`src/rtl/taxi_axis_pkg.sv`:
```
// AXI4-Stream shared types and helpers.
// Keep-lane utilities used by stream processing blocks.
package taxi_axis_pkg;

   localparam int KEEP_MAX = 64;
   localparam int LANE_W = $clog2(KEEP_MAX + 1);

   typedef logic [KEEP_MAX-1:0] keep_t;
   typedef logic [LANE_W-1:0] lanes_t;

   function automatic lanes_t keep_popcount(input keep_t keep);
      lanes_t n;
      n = '0;
      for (int i = 0; i < KEEP_MAX; i++)
         n = n + lanes_t'(keep[i]);
      return n;
   endfunction

   // Low-order lane mask with the given number of lanes set
   function automatic keep_t keep_mask(input lanes_t lanes);
      keep_t m;
      m = '0;
      for (int i = 0; i < KEEP_MAX; i++)
         m[i] = lanes_t'(i) < lanes;
      return m;
   endfunction

endpackage

```
`src/rtl/taxi_axis_if.sv`:
```
// AXI4-Stream interface bundle.
// Widths and sideband enables travel with the interface instance.
interface taxi_axis_if #(
   parameter int DATA_W  = 8,
   parameter bit KEEP_EN = DATA_W > 8,
   parameter int KEEP_W  = (DATA_W + 7) / 8,
   parameter bit STRB_EN = 0,
   parameter bit LAST_EN = 1,
   parameter bit ID_EN   = 0,
   parameter int ID_W    = 8,
   parameter bit DEST_EN = 0,
   parameter int DEST_W  = 8,
   parameter bit USER_EN = 0,
   parameter int USER_W  = 1
);

   logic [DATA_W-1:0] tdata;
   logic [KEEP_W-1:0] tkeep;
   logic [KEEP_W-1:0] tstrb;
   logic              tvalid;
   logic              tready;
   logic              tlast;
   logic [ID_W-1:0]   tid;
   logic [DEST_W-1:0] tdest;
   logic [USER_W-1:0] tuser;

   modport src (
      output tdata, tkeep, tstrb, tvalid,
      output tlast, tid, tdest, tuser,
      input  tready
   );

   modport snk (
      input  tdata, tkeep, tstrb, tvalid,
      input  tlast, tid, tdest, tuser,
      output tready
   );

endinterface

```
`src/rtl/taxi_axis_frame_trunc.sv`:
```
// AXI4-Stream frame length limiter: cuts frames at a runtime byte limit.
// Zero-latency datapath; only control state and status are registered.
module taxi_axis_frame_trunc
   import taxi_axis_pkg::*;
#(
   parameter int LEN_W = 16
) (
   input  logic             clk,
   input  logic             rst,
   taxi_axis_if.snk         s_axis,
   taxi_axis_if.src         m_axis,
   input  logic [LEN_W-1:0] cfg_max_len,
   output logic             status_valid,
   output logic [LEN_W-1:0] status_frame_len,
   output logic             status_trunc
);

   localparam int DATA_W  = s_axis.DATA_W;
   localparam int KEEP_W  = s_axis.KEEP_W;
   localparam bit KEEP_EN = s_axis.KEEP_EN;
   localparam bit USER_EN = s_axis.USER_EN;
   localparam int USER_W  = s_axis.USER_W;

   if (m_axis.DATA_W != DATA_W) begin : g_chk_data
      $fatal(0, "DATA_W mismatch (%m)");
   end
   if (m_axis.KEEP_W != KEEP_W) begin : g_chk_keep
      $fatal(0, "KEEP_W mismatch (%m)");
   end
   if (KEEP_W > KEEP_MAX) begin : g_chk_max
      $fatal(0, "KEEP_W too large (%m)");
   end

   typedef enum logic [1:0] {IDLE, PASS, DROP} state_t;

   state_t           state_q;
   logic [LEN_W-1:0] count_q;
   logic [LEN_W-1:0] max_q;
   logic             sv_q;
   logic [LEN_W-1:0] len_q;
   logic             st_q;

   logic [LEN_W-1:0] max_len;
   logic [LEN_W:0]   beat_b;
   logic [LEN_W:0]   sum;
   logic [LEN_W-1:0] sum_sat;
   logic [LEN_W-1:0] out_len;
   logic [KEEP_W-1:0] keep_m;
   logic             limited;
   logic             at_max;
   logic             over;
   logic             trunc;
   logic             last_o;
   logic             in_drop;
   logic             xfer;

   // First beat decides against the live config, later beats the latched one
   always_comb begin
      max_len = (state_q == IDLE) ? cfg_max_len : max_q;
      beat_b  = KEEP_EN
         ? (LEN_W+1)'(keep_popcount(keep_t'(s_axis.tkeep)))
         : (LEN_W+1)'(KEEP_W);
      sum     = {1'b0, count_q} + beat_b;
      limited = max_len != '0;
      at_max  = limited && (sum == {1'b0, max_len});
      over    = limited && (sum > {1'b0, max_len});
      trunc   = over || (at_max && !s_axis.tlast);
      last_o  = s_axis.tlast || at_max || over;
      sum_sat = sum[LEN_W] ? '1 : sum[LEN_W-1:0];
      out_len = over ? max_len : sum_sat;
      keep_m  = '1;
      if (over)
         keep_m = KEEP_W'(keep_mask(lanes_t'(max_len - count_q)));
   end

   assign in_drop = state_q == DROP;
   assign xfer    = s_axis.tvalid && s_axis.tready;

   assign s_axis.tready = in_drop || m_axis.tready;
   assign m_axis.tvalid = s_axis.tvalid && !in_drop;
   assign m_axis.tdata  = s_axis.tdata;
   assign m_axis.tkeep  = s_axis.tkeep & keep_m;
   assign m_axis.tstrb  = s_axis.tstrb & keep_m;
   assign m_axis.tlast  = last_o;
   assign m_axis.tid    = s_axis.tid;
   assign m_axis.tdest  = s_axis.tdest;
   assign m_axis.tuser  = s_axis.tuser | USER_W'(USER_EN && trunc);

   always_ff @(posedge clk) begin
      if (rst) begin
         state_q <= IDLE;
         count_q <= '0;
         max_q   <= '0;
         sv_q    <= 1'b0;
         len_q   <= '0;
         st_q    <= 1'b0;
      end else begin
         sv_q <= 1'b0;
         unique case (state_q)
            IDLE, PASS: begin
               if (xfer) begin
                  if (state_q == IDLE)
                     max_q <= cfg_max_len;
                  if (last_o) begin
                     sv_q    <= 1'b1;
                     len_q   <= out_len;
                     st_q    <= trunc;
                     count_q <= '0;
                     state_q <= s_axis.tlast ? IDLE : DROP;
                  end else begin
                     count_q <= sum_sat;
                     state_q <= PASS;
                  end
               end
            end
            DROP: begin
               if (xfer && s_axis.tlast)
                  state_q <= IDLE;
            end
            default: state_q <= IDLE;
         endcase
      end
   end

   assign status_valid     = sv_q;
   assign status_frame_len = len_q;
   assign status_trunc     = st_q;

endmodule

```
`src/flat_wrapper.sv`:
```
// flat-port wrapper written by rule: the top's interface ports become plain ports
module taxi_axis_frame_trunc_flat import taxi_axis_pkg::*;
#(
   parameter int LEN_W = 16
)
  (clk, rst, cfg_max_len, status_valid, status_frame_len, status_trunc, s_axis_tdata, s_axis_tkeep, s_axis_tstrb, s_axis_tvalid, s_axis_tlast, s_axis_tid, s_axis_tdest, s_axis_tuser, s_axis_tready, m_axis_tdata, m_axis_tkeep, m_axis_tstrb, m_axis_tvalid, m_axis_tlast, m_axis_tid, m_axis_tdest, m_axis_tuser, m_axis_tready);
  taxi_axis_if #(.DATA_W(64), .KEEP_EN(1), .KEEP_W(8), .STRB_EN(1), .ID_EN(1), .ID_W(8), .DEST_EN(1), .DEST_W(4), .USER_EN(1), .USER_W(1)) s_axis_i ();
  taxi_axis_if #(.DATA_W(64), .KEEP_EN(1), .KEEP_W(8), .STRB_EN(1), .ID_EN(1), .ID_W(8), .DEST_EN(1), .DEST_W(4), .USER_EN(1), .USER_W(1)) m_axis_i ();
  input  logic clk;
  input  logic rst;
  input  logic [LEN_W-1:0] cfg_max_len;
  output logic status_valid;
  output logic [LEN_W-1:0] status_frame_len;
  output logic status_trunc;
  input wire logic [$bits(s_axis_i.tdata)-1:0] s_axis_tdata;
  input wire logic [$bits(s_axis_i.tkeep)-1:0] s_axis_tkeep;
  input wire logic [$bits(s_axis_i.tstrb)-1:0] s_axis_tstrb;
  input wire logic [$bits(s_axis_i.tvalid)-1:0] s_axis_tvalid;
  input wire logic [$bits(s_axis_i.tlast)-1:0] s_axis_tlast;
  input wire logic [$bits(s_axis_i.tid)-1:0] s_axis_tid;
  input wire logic [$bits(s_axis_i.tdest)-1:0] s_axis_tdest;
  input wire logic [$bits(s_axis_i.tuser)-1:0] s_axis_tuser;
  output wire logic [$bits(s_axis_i.tready)-1:0] s_axis_tready;
  output wire logic [$bits(m_axis_i.tdata)-1:0] m_axis_tdata;
  output wire logic [$bits(m_axis_i.tkeep)-1:0] m_axis_tkeep;
  output wire logic [$bits(m_axis_i.tstrb)-1:0] m_axis_tstrb;
  output wire logic [$bits(m_axis_i.tvalid)-1:0] m_axis_tvalid;
  output wire logic [$bits(m_axis_i.tlast)-1:0] m_axis_tlast;
  output wire logic [$bits(m_axis_i.tid)-1:0] m_axis_tid;
  output wire logic [$bits(m_axis_i.tdest)-1:0] m_axis_tdest;
  output wire logic [$bits(m_axis_i.tuser)-1:0] m_axis_tuser;
  input wire logic [$bits(m_axis_i.tready)-1:0] m_axis_tready;
  assign s_axis_i.tdata = s_axis_tdata;
  assign s_axis_i.tkeep = s_axis_tkeep;
  assign s_axis_i.tstrb = s_axis_tstrb;
  assign s_axis_i.tvalid = s_axis_tvalid;
  assign s_axis_i.tlast = s_axis_tlast;
  assign s_axis_i.tid = s_axis_tid;
  assign s_axis_i.tdest = s_axis_tdest;
  assign s_axis_i.tuser = s_axis_tuser;
  assign s_axis_tready = s_axis_i.tready;
  assign m_axis_tdata = m_axis_i.tdata;
  assign m_axis_tkeep = m_axis_i.tkeep;
  assign m_axis_tstrb = m_axis_i.tstrb;
  assign m_axis_tvalid = m_axis_i.tvalid;
  assign m_axis_tlast = m_axis_i.tlast;
  assign m_axis_tid = m_axis_i.tid;
  assign m_axis_tdest = m_axis_i.tdest;
  assign m_axis_tuser = m_axis_i.tuser;
  assign m_axis_i.tready = m_axis_tready;
  taxi_axis_frame_trunc #(.LEN_W(LEN_W)) u_core (.clk(clk), .rst(rst), .s_axis(s_axis_i), .m_axis(m_axis_i), .cfg_max_len(cfg_max_len), .status_valid(status_valid), .status_frame_len(status_frame_len), .status_trunc(status_trunc));
endmodule
```
`config.mk`:
```
export PLATFORM = sky130hd
export DESIGN_NAME = taxi_axis_frame_trunc_flat
export DESIGN_NICKNAME = d
export VERILOG_FILES = /design/src/rtl/taxi_axis_pkg.sv /design/src/rtl/taxi_axis_if.sv /design/src/rtl/taxi_axis_frame_trunc.sv /design/src/flat_wrapper.sv
export SDC_FILE = /design/constraint.sdc
export NUM_CORES = 1
export LEC_CHECK = 0
export CAP_MARGIN = 20
export CORE_AREA = 2 2 104 106
export DETAILED_ROUTE_END_ITERATION = 8
export DIE_AREA = 0 0 106 108
export PLACE_DENSITY = 0.92
export SYNTH_ARGS = -nofsm -noshare
export SYNTH_HDL_FRONTEND = slang
export SYNTH_SLANG_ARGS = --single-unit
```
`constraint.sdc`:
```
create_clock -name clk -period 24.4 [get_ports clk]
set_input_delay 7.32 -clock clk [delete_from_list [all_inputs] [get_ports clk]]
set_output_delay 7.32 -clock clk [all_outputs]
set_load 0.05 [all_outputs]
```
==> impl_metrics.yaml <==
clocking:
  tritoncts: "done"
  clk_path_buf_depth: 2
  cts_hold_buf: 0
  clk_pin_slew_ps: 90
  h-tree-depth: 2
  numCtsBuffers: 5
  cts_setup_buffers: 0
  cts_resized: 0
  cts_root_buf: "clkbuf_8"
  cts_num_sinks: 52
  clock_latency_ps: 310
global_routing:
  grt.total_usage: 0.195
  grt_pass1_wl_um: 18100
  antenna_found_initial: 0
  grt_max_degree: 34
  first_global_vias: 3620
  grt-ovfl-total: 0
logic_synthesis:
  synth_top_cell_area_share: 0.237
  ys_seq_area_frac: 0.237
  synthCells: 526
  ys_ff_latch: 52
  synth_edf_count: 0
  async_reset_ff_frac: 0
  netlist_area_mm2: 0.00440
  synth_area_leaders: "dfxtp_1 24%, buf_4 13%, ha_1 8.2%"
  syn-num-nets: 675
  synth_warnings: 0
  syn_avg_cell_area_um2: 8.37
  synth_area_leader_cell: "dfxtp_1"
  synth_top_flop_cell: "dfxtp_1"
  synthDistinctLibCells: 62
sta:
  period_needed_ps: 21910
  setup_violations: 0
  layout_setup_ws_ps: 2490
  fin_tns_setup_ps: 0
  skew_ps: 11.7
  fin_hold_ws_ps: 478
  drv_slew: 0
  timing.fmax_ghz: 0.0456
  fin_crit_sh: 0.898
  relSlewSlack: 0.342
  rsz0062_at_grt: "false"
  hold_viol_final: 0
  tightest_slew_ps: 979
final_layout:
  drive_above_1_share: 0.0651
  nets: 670
  final_area_mm2: 0.00481
  diodes: 0
  fillers: 964
  area_growth_pct: 9.38
  final_common_cell: "clkdlybuf4s50_1"
  final_cell_mix: "75 x clkdlybuf4s50_1, 52 x dfxtp_1, 39 x nand2_1"
  final_core_util: 0.470
route:
  drc: 0
  drt_iter0_markers: 282
  detail_route.wl_per_cell_um: 17.0
  dr.pass1.iters: 5
  vias: 3726
  viasPerCell: 5.66
  totalWireLength_um: 11200
  ant_nets: 0
die:
  start_util: 0.430
  io-pin-count: 228
  die_w_um: 106
  die_h_um: 108
  rows: 37
  core-area_mm2: 0.0102
  dieArea_mm2: 0.0114
critical_path:
  cpLargestDelayFamily: "adder cells"
  critPathBufInv: 5
  crit_path_max_fanout: 27
  critPathArrivalTime_ps: 14590
  path_cells: "clkdlybuf4s50_1 -> ha_1 -> inv_1 -> fa_1 -> fa_1 -> fa_1 -> fa_1 -> inv_1 -> ha_1 -> a211o_1 -> a21oi_1 -> nor4_1 -> or2_2 -> ha_1 -> nand3_1 -> nor4_2 -> o21ai_1 -> a311oi_4 -> buf_4 -> nand3_4 -> o31a_1 -> clkdlybuf4s50_1"
  worst_ep_required_time_ps: 17080
  worstSetupEndpointType: "primary output"
  path_class: "in -> out"
  r2r_setup_slack_ps: 19440
  crit_slowest_cell: "clkdlybuf4s50_1"
  critPathLaunchType: "primary input"
  cp_common_cell: "fa_1"
  max_stage_delay_ps: 700
placement:
  pre_cts_slack_ps: 2590
  numPortBuffers: 75
  place.gp.congestion: 0.930
  dp_hpwl_um: 8790
  dpl_cell_area_mm2: 0.00469
pwr:
  peakVddDrop_uv: 29.1
  power.density_cell_area_mw_per_mm2: 47.5
  p_leak_nw: 1.98
run:
  cap_viol_max_count: 0
status:
  outcome: "complete, no violations"
hold_path:
  min_path_type: "reg -> reg"
-- registers in the layout, summed over array words and instances (netlist names) --
name,count
u_core.status_trunc,1
u_core.state_q,2
u_core.count_q,16
u_core.status_frame_len,16
u_core.status_valid,1
u_core.max_q,16
-- logic make-up (layout without fill, tap and decap cells) --
logic type,count (synthesis),count (layout),synth area share
AO/OA/AOI/OAI,115,115,0.202
adder cells (fa/ha/maj),35,35,0.110
multiplexers,26,26,0.0606
XOR/XNOR,15,15,0.0299
flip-flops,52,52,0.237
buffers and inverters,128,124,0.181
AND/OR/NAND/NOR,155,155,0.181
-- power by group --
| group | leakage [nW] | internal [W] | switching, W |
|---|---|---|---|
| Combinational | 1.50 | 0.0000321 | 0.0000469 |
| Sequential | 0.423 | 0.0000877 | 0.00000232 |
| Clock | 0.0552 | 0.0000305 | 0.0000292 |
| Total | 1.98 | 0.000150 | 0.0000784 |
-- per-layer routing --
metal	vias to the layer above	share of wire	global-route usage	wire length, um
met5	-	0	0	0
met4	0	0.024	0.0630	271
met3	34	0.071	0.0386	796
met2	174	0.47	0.335	5230
met1	1742	0.44	0.246	4920
li1	1776	-	-	-
-- metrics by stage --
stage | cells | power, W
2_1_floorplan | 526 | 0.000177
3_3_place_gp | 647 | 0.000166
3_5_place_dp | 648 | 0.000170
4_1_cts | 656 | 0.000229
5_1_grt | 658 | 0.000240
6_report | 658 | 0.000229
-- worst paths after layout --
check / from / endpoint / depth (start not counted)
max: s_axis_tkeep[1] / m_axis_tkeep[0] / 22
min: u_core.status_frame_len[3]$_SDFFE_PP0P_ / u_core.status_frame_len[3]$_SDFFE_PP0P_ / 2
max reg2reg: u_core.count_q[0]$_SDFFE_PP0P_ / u_core.count_q[10]$_SDFFE_PP0P_ / 14
min reg2reg: u_core.status_frame_len[3]$_SDFFE_PP0P_ / u_core.status_frame_len[3]$_SDFFE_PP0P_ / 2
-- worst min-delay path, cell delays in order, from the launching register on --
cell and delay (ps):
dfxtp_1 320, nand2_1 50, o22ai_1 60
-- synthesized netlist by cell type (4+ instances only) --
master / instances
nor3_1: 11
mux2i_1: 21
a22o_1: 6
nand2_1: 39
o21a_1: 12
and2_1: 13
a211oi_1: 18
o21ai_0: 8
dfxtp_1: 52
nor2b_1: 5
nor4_1: 10
o31a_1: 8
o32ai_1: 8
or2_2: 4
fa_1: 6
xor2_1: 10
nor2_1: 39
nand3_1: 5
o21ai_1: 11
nand2b_1: 9
o22ai_1: 8
ha_1: 29
mux2_2: 5
xnor2_1: 5
buf_4: 77
a21oi_1: 14
clkbuf_1: 10
inv_1: 34
nand4_1: 5
-- area by class of cell --
cell class,count,area (um2),area share
clock inverter,2,35.0,0.00728
inverter,35,131,0.0273
clock buffer,6,72.6,0.0151
tap,136,170,0.0354
timing repair buffer,81,796,0.165
sequential,52,1040,0.216
multi-input combinational,346,2570,0.533
Note: power is estimated with default switching activity, not from simulation.
